[src/rtl/hazard_ctrl.sv]
// ----------------------------------------------------------------------------
// hazard_ctrl
// Pipeline sequencing controller for the 5-stage LEGv8 core. Each cycle it
// decides whether the PC and the IF/ID and ID/EX pipeline registers advance,
// stall, bubble or flush. It handles three cases: load-use hazards, taken-branch
// squashes, and multi-cycle EX operations. A watchdog guards the multi-cycle
// wait.
//
// Optional feature macro: HAZARD_PERF_CNT_EN adds the stall_cycles and
// flush_count saturating performance counters.
//
// Ports:
//   clk, reset              clock, synchronous active-high reset
//   id_valid                ID holds a real instruction
//   id_rn, id_rm            ID source registers
//   id_uses_rn, id_uses_rm  ID source actually read
//   ex_valid                EX holds a real instruction
//   ex_rd                   EX destination register
//   ex_mem_read             EX instruction is a load
//   ex_mc_start             EX instruction is a multi-cycle op
//   mc_done                 multi-cycle result valid this cycle
//   br_taken                EX branch resolved taken
//   pc_write                PC may update                 (combinational)
//   ifid_write              IF/ID may load                (combinational)
//   ifid_flush              IF/ID loads a NOP             (combinational)
//   idex_write              ID/EX may load                (combinational)
//   idex_bubble             ID/EX loads a NOP             (combinational)
//   busy                    waiting on a multi-cycle op   (combinational)
//   mc_timeout              sticky watchdog error         (registered)
//   stall_cycles            cycles with pc_write low      (HAZARD_PERF_CNT_EN)
//   flush_count             cycles with ifid_flush high   (HAZARD_PERF_CNT_EN)
// ----------------------------------------------------------------------------
module hazard_ctrl #(
    parameter int unsigned REG_BITS   = 5,
    parameter int unsigned ZERO_REG   = 31,
    parameter int unsigned MC_TIMEOUT = 64
) (
    input  logic                clk,
    input  logic                reset,
    input  logic                id_valid,
    input  logic [REG_BITS-1:0] id_rn,
    input  logic [REG_BITS-1:0] id_rm,
    input  logic                id_uses_rn,
    input  logic                id_uses_rm,
    input  logic                ex_valid,
    input  logic [REG_BITS-1:0] ex_rd,
    input  logic                ex_mem_read,
    input  logic                ex_mc_start,
    input  logic                mc_done,
    input  logic                br_taken,
    output logic                pc_write,
    output logic                ifid_write,
    output logic                ifid_flush,
    output logic                idex_write,
    output logic                idex_bubble,
    output logic                busy,
    output logic                mc_timeout
`ifdef HAZARD_PERF_CNT_EN
    ,
    output logic [31:0]         stall_cycles,
    output logic [31:0]         flush_count
`endif
);

    localparam int unsigned TMR_W = $clog2(MC_TIMEOUT + 1);

    typedef enum logic [0:0] {
        ST_RUN     = 1'b0,
        ST_MC_WAIT = 1'b1
    } state_e;

    state_e             state_q, state_d;
    logic [TMR_W-1:0]   timer_q, timer_d;
    logic               mc_timeout_q, mc_timeout_d;
    logic               lu_hazard;
    logic               run_decode;

    // Load-use: a load in EX writes a register the ID instruction reads.
    assign lu_hazard = ex_valid && ex_mem_read && (ex_rd != REG_BITS'(ZERO_REG)) &&
                       id_valid &&
                       ((id_uses_rn && (id_rn == ex_rd)) ||
                        (id_uses_rm && (id_rm == ex_rd)));

    // While reset is high the outputs follow the RUN decode regardless of state.
    assign run_decode = reset || (state_q == ST_RUN);

    // Next-state and Mealy output decode.
    always_comb begin
        state_d      = state_q;
        timer_d      = timer_q;
        mc_timeout_d = mc_timeout_q;
        pc_write     = 1'b1;
        ifid_write   = 1'b1;
        ifid_flush   = 1'b0;
        idex_write   = 1'b1;
        idex_bubble  = 1'b0;
        busy         = !run_decode;

        if (run_decode) begin
            if (ex_mc_start && !mc_done) begin
                pc_write   = 1'b0;
                ifid_write = 1'b0;
                idex_write = 1'b0;
                state_d    = ST_MC_WAIT;
                timer_d    = TMR_W'(1);
            end else if (br_taken) begin
                // Squashes both the fetched and the decoded instruction.
                ifid_flush  = 1'b1;
                idex_bubble = 1'b1;
            end else if (lu_hazard) begin
                pc_write    = 1'b0;
                ifid_write  = 1'b0;
                idex_bubble = 1'b1;
            end
        end else begin
            if (mc_done) begin
                state_d = ST_RUN;
            end else if (timer_q == TMR_W'(MC_TIMEOUT)) begin
                // Watchdog expired: abandon the wait and release as if done.
                mc_timeout_d = 1'b1;
                state_d      = ST_RUN;
            end else begin
                pc_write   = 1'b0;
                ifid_write = 1'b0;
                idex_write = 1'b0;
                if (timer_q != {TMR_W{1'b1}}) begin
                    timer_d = timer_q + TMR_W'(1);
                end
            end
        end
    end

    // State, watchdog timer and sticky error.
    always_ff @(posedge clk) begin
        if (reset) begin
            state_q      <= ST_RUN;
            timer_q      <= '0;
            mc_timeout_q <= 1'b0;
        end else begin
            state_q      <= state_d;
            timer_q      <= timer_d;
            mc_timeout_q <= mc_timeout_d;
        end
    end

    assign mc_timeout = mc_timeout_q;

`ifdef HAZARD_PERF_CNT_EN
    logic [31:0] stall_cycles_q, flush_count_q;

    // Saturating performance counters.
    always_ff @(posedge clk) begin
        if (reset) begin
            stall_cycles_q <= '0;
            flush_count_q  <= '0;
        end else begin
            if (!pc_write && (stall_cycles_q != 32'hFFFF_FFFF)) begin
                stall_cycles_q <= stall_cycles_q + 32'd1;
            end
            if (ifid_flush && (flush_count_q != 32'hFFFF_FFFF)) begin
                flush_count_q <= flush_count_q + 32'd1;
            end
        end
    end

    assign stall_cycles = stall_cycles_q;
    assign flush_count  = flush_count_q;
`endif

endmodule

[config.mk]
export PLATFORM = sky130hd
export DESIGN_NAME = hazard_ctrl
export DESIGN_NICKNAME = d
export VERILOG_FILES = /design/src/rtl/hazard_ctrl.sv
export SDC_FILE = /design/constraint.sdc
export NUM_CORES = 1
export LEC_CHECK = 0
export CELL_PAD_IN_SITES_DETAIL_PLACEMENT = 0
export CELL_PAD_IN_SITES_GLOBAL_PLACEMENT = 1
export CORE_ASPECT_RATIO = 1.75
export CORE_MARGIN = 1.5
export CORE_UTILIZATION = 30
export CTS_BUF_LIST = sky130_fd_sc_hd__clkbuf_4 sky130_fd_sc_hd__clkbuf_8 sky130_fd_sc_hd__clkbuf_16
export DETAILED_ROUTE_END_ITERATION = 12
export GPL_ROUTABILITY_DRIVEN = 1
export MAX_ROUTING_LAYER = met4
export PLACE_DENSITY_LB_ADDON = 0.25
export SLEW_MARGIN = 10
export SYNTH_ARGS = -nofsm -noshare
export SYNTH_HDL_FRONTEND = slang
export SYNTH_SLANG_ARGS = --single-unit
[constraint.sdc]
create_clock -name clk -period 8.1 [get_ports clk]
set_input_delay 2.43 -clock clk [delete_from_list [all_inputs] [get_ports clk]]
set_output_delay 2.43 -clock clk [all_outputs]
set_load 0.05 [all_outputs]
==> metrics.sh, run 1 <==
MAXIMUM_NUMBER_OF_PINS_ON_ONE_NET_BEFORE_GLOBAL_ROUTE_REPAIR=13
TOTAL_ROUTING_RESOURCE_UTILIZATION_AFTER_GLOBAL_ROUTING_PCT=18.6
CRIT_PATH_REQUIRED_TIME_PS=5670
WL_PER_CELL_UM=13.0
FINAL_CELL_MIX='clkdlybuf4s50_1 (31), nor2_1 (13), nand2_1 (12), xnor2_1 (10), dfxtp_1 (9)'
YS_SEQ_ELEMENTS=9
NETS=152
RRSETUPSLACK_PS=6230
POSTCTSSETUPBUFFERS=0
WORSTPATHARRIVAL_PS=4580
DIODE_COUNT=0
CRITICAL_PATH.STARTPOINT_TYPE='input pin'
SYNTHESIS_TO_LAYOUT_AREA_GROWTH_PCT=53.6
ROUTABILITY_CONGESTION_ESTIMATE_FROM_GLOBAL_PLACEMENT=0.741
MET1_GLOBAL_ROUTE_USAGE_PCT=16.0
IR_DROP_mV=0.0580
SETUP_VIOL=0
CLK_LATENCY_PS=240
CTS_BUFFER_DEPTH=2
NETLIST_AREA_UM2=704
CLOCK_TREE.ROOT_CELL='clkbuf_8'
POWER_DENSITY_nW_PER_UM2=131
WORST_R2R_ENDPOINT='timer_q[4]'
VIA_COUNT_OF_THE_FIRST_GLOBAL_ROUTING_PASS=791
CP-END-KIND='output port'
FIN_CRIT_PS=7010
GRT.OVERFLOW.TOTAL=0
POWER.STATIC_LEAKAGE_nW=0.389
TIMING.MAX_CAP.VIOLATIONS=0
VIAS_PER_CELL=5.23
NETLIST_INSTANCES=92
CTSHTREEMAXLEVEL=1
POSTCTSHOLDBUFS=0
HOLD_DEPTH=2
POST_CTS_RESIZED=0
LAYOUT_WORST_PATH_CYCLE_SHARE_PCT=86.5
WORST_HOLD_PATH.ENDPOINT='mc_timeout'
DETAILROUTE.VIA_COUNT=780
FINALPOWER_W=0.000142
INITIAL_ANTENNA_VIOLATION_COUNT=0
SYNTHESIS.NETS=119
SLEW_HEADROOM_PCT=65.1
DETAIL-ROUTE-ANTENNA-NETS=0
SLEW_VIOL_FINAL=0
SETUP-TNS-FINAL_PS=0
FP.COREAREA_UM2=2240
DIE_HEIGHT_UM=67.1
DPL.HPWL_UM=1600
ROWS=23
OUTCOME='completed'
BUFFERS_ADDED_ON_PORTS=31
FLOORPLAN.INITIALDENSITY_PCT=31.4
CTS.SINK_COUNT=9
RSZ_0062_RAISED_AFTER_GLOBAL_ROUTING='no'
ROUTE.FINAL.WIRE_LENGTH_UM=1930
GRT_MET2_USAGE_PCT=35.0
DIE_X_UM=39.6
FMAX_MHz=143
TRITONCTS.NUM_BUFFERS=3
HOLDWS_PS=492
SEQ_AREA_FRAC_SYNTH_PCT=25.6
TRITONCTS='yes'
FINAL_COMMON_CELL='clkdlybuf4s50_1'
FINALCLOCKSKEW_PS=5.24
REPORT.FINAL.HOLD_VIOL_COUNT=0
YOSYS_WARNINGS=0
DRT_FIRST_PASS_ITERS=4
R2R_CELLS=7
HOLD_PATH_CLASS='reg2reg'
DIEAREA_UM2=2660
R2R-START='timer_q[0]'
GRT_PASS1_WL_UM=3290
DRC=0
CRIT_TYPE='in2out'
WORSTPATHCELLLIST='clkdlybuf4s50_1, buf_4, inv_1, nand2_1, inv_1, nor2_1, nor2_1, nand2_1, a32o_1, clkdlybuf4s50_1'
TIMING.CRITICAL_PATH.FROM='reset'
TIGHTESTPINTRANSITION_PS=521
CLOCK_PIN_SLEW_ON_THE_WORST_SETUP_AND_HOLD_PATHS_PS=40
LAYOUT-DRIVE-GT1-SHARE_PCT=8.87
CP_MAX_FO=10
GRT-BUSIEST-LAYER='met2'
GRT_USE_MET3_PCT=2.33
DRTITER0DRC=11
SYNTH_CELL_TYPES=33
CRITICAL-PATH-MAX-STAGE-DELAY_PS=830
MIN-DELAY-START='mc_timeout'
FLOORPLAN.IO_PINS=32
CRIT_SLOWEST_CELL='clkdlybuf4s50_1'
SYNTHESIZED_AREA_DIVIDED_BY_SYNTHESIZED_CELL_COUNT_UM2=7.66
-- state kept, by name, indices dropped and copies added (netlist names) --
register,cells
state_q,1
timer_q,7
mc_timeout,1
-- area by class of cell --
type | count | area [um2]
clock buffer | 4 | 48.8
fill | 239 | 1160
inverter | 5 | 18.8
multi-input combinational | 74 | 485
sequential | 9 | 180
tap | 25 | 31.3
timing repair buffer | 32 | 318
-- per-layer routing --
| layer | part of all wire (%) | up-vias |
|---|---|---|
| met5 | 0 | - |
| met4 | 2.7 | 0 |
| met3 | 4.4 | 4 |
| met2 | 59 | 30 |
| met1 | 34 | 354 |
| li1 | - | 392 |
-- metrics by stage --
stage | std cells | setup WS, ps | cell area, um2 | util, %
after detailed placement | 145 | 1090 | 1030 | 46.0
after global placement | 145 | 1080 | 1030 | 46.0
after floorplan | 92 | 1120 | 704 | -
after CTS | 149 | 1080 | 1080 | 48.2
after global routing | 149 | 913 | 1080 | 48.2
final | 149 | 1090 | 1080 | 48.2
-- logic make-up after synthesis --
family	synth area share [%]
AOI/OAI and AO/OA	20.3
xor gates and xnor gates	13.7
adders and majority gates	3.55
muxes	3.20
buffers and inverters	5.51
and+or+nand+nor	28.2
DFF	25.6
-- Yosys cell counts --
master	n	share of area (%)
or4_4	1	1.6
and3_1	2	1.8
nand4_1	2	1.8
a31oi_1	2	1.8
o22ai_1	1	0.89
or3_1	2	1.8
nor4bb_1	1	1.4
ha_1	2	3.6
o21ai_0	2	1.4
o21bai_1	1	1.1
buf_2	1	0.71
o221ai_1	2	2.5
xor2_1	1	1.2
or3b_1	1	1.2
nor4_1	1	0.89
mux2_2	2	3.2
xnor2_1	10	12
dfxtp_1	9	26
clkbuf_1	2	1.1
a21oi_1	4	2.8
a32o_1	1	1.4
o22ai_4	1	2.8
or2_2	1	0.89
nand2_1	12	6.4
nor3_1	1	0.71
nand3_1	4	2.8
a32oi_1	1	1.2
inv_1	5	2.7
nor2_1	13	6.9
a2111oi_0	1	1.2
a211oi_2	1	1.8
o32ai_1	1	1.2
buf_4	1	1.1
-- power breakdown --
group / total [W] / switching (W) / internal [W]
Combinational: 0.0000389 / 0.0000182 / 0.0000207
Sequential: 0.0000468 / 0.00000153 / 0.0000453
Clock: 0.0000561 / 0.0000184 / 0.0000377
Total: 0.000142 / 0.0000381 / 0.000104
-- critical path: cells and delay by family --
family	cells	cell delay (ps)
compound gates	1	150
buf+inv	5	1620
simple gates	4	380
-- how the worst max path moves through the flow --
stage / cells past startpoint / slack (ps) / to
floorplan: 9 / 1120 / pc_write
global placement: 10 / 1080 / ifid_write
detailed placement: 10 / 1090 / ifid_write
CTS: 10 / 1080 / ifid_write
global route: 10 / 910 / ifid_write
finish: 10 / 1090 / ifid_write
No activity file was read; power rests on OpenSTA's default activity.
==> run 2, diff against run 1 <==
--- a/config.mk
+++ b/config.mk
@@ -15,6 +15,7 @@
 export GPL_ROUTABILITY_DRIVEN = 1
 export MAX_ROUTING_LAYER = met4
 export PLACE_DENSITY_LB_ADDON = 0.25
+export SETUP_SLACK_MARGIN = 0.3
 export SLEW_MARGIN = 10
 export SYNTH_ARGS = -nofsm -noshare
 export SYNTH_HDL_FRONTEND = slang
==> results of run 2 <==
The final DEF is identical to that of run 1; final timing and power are the same.
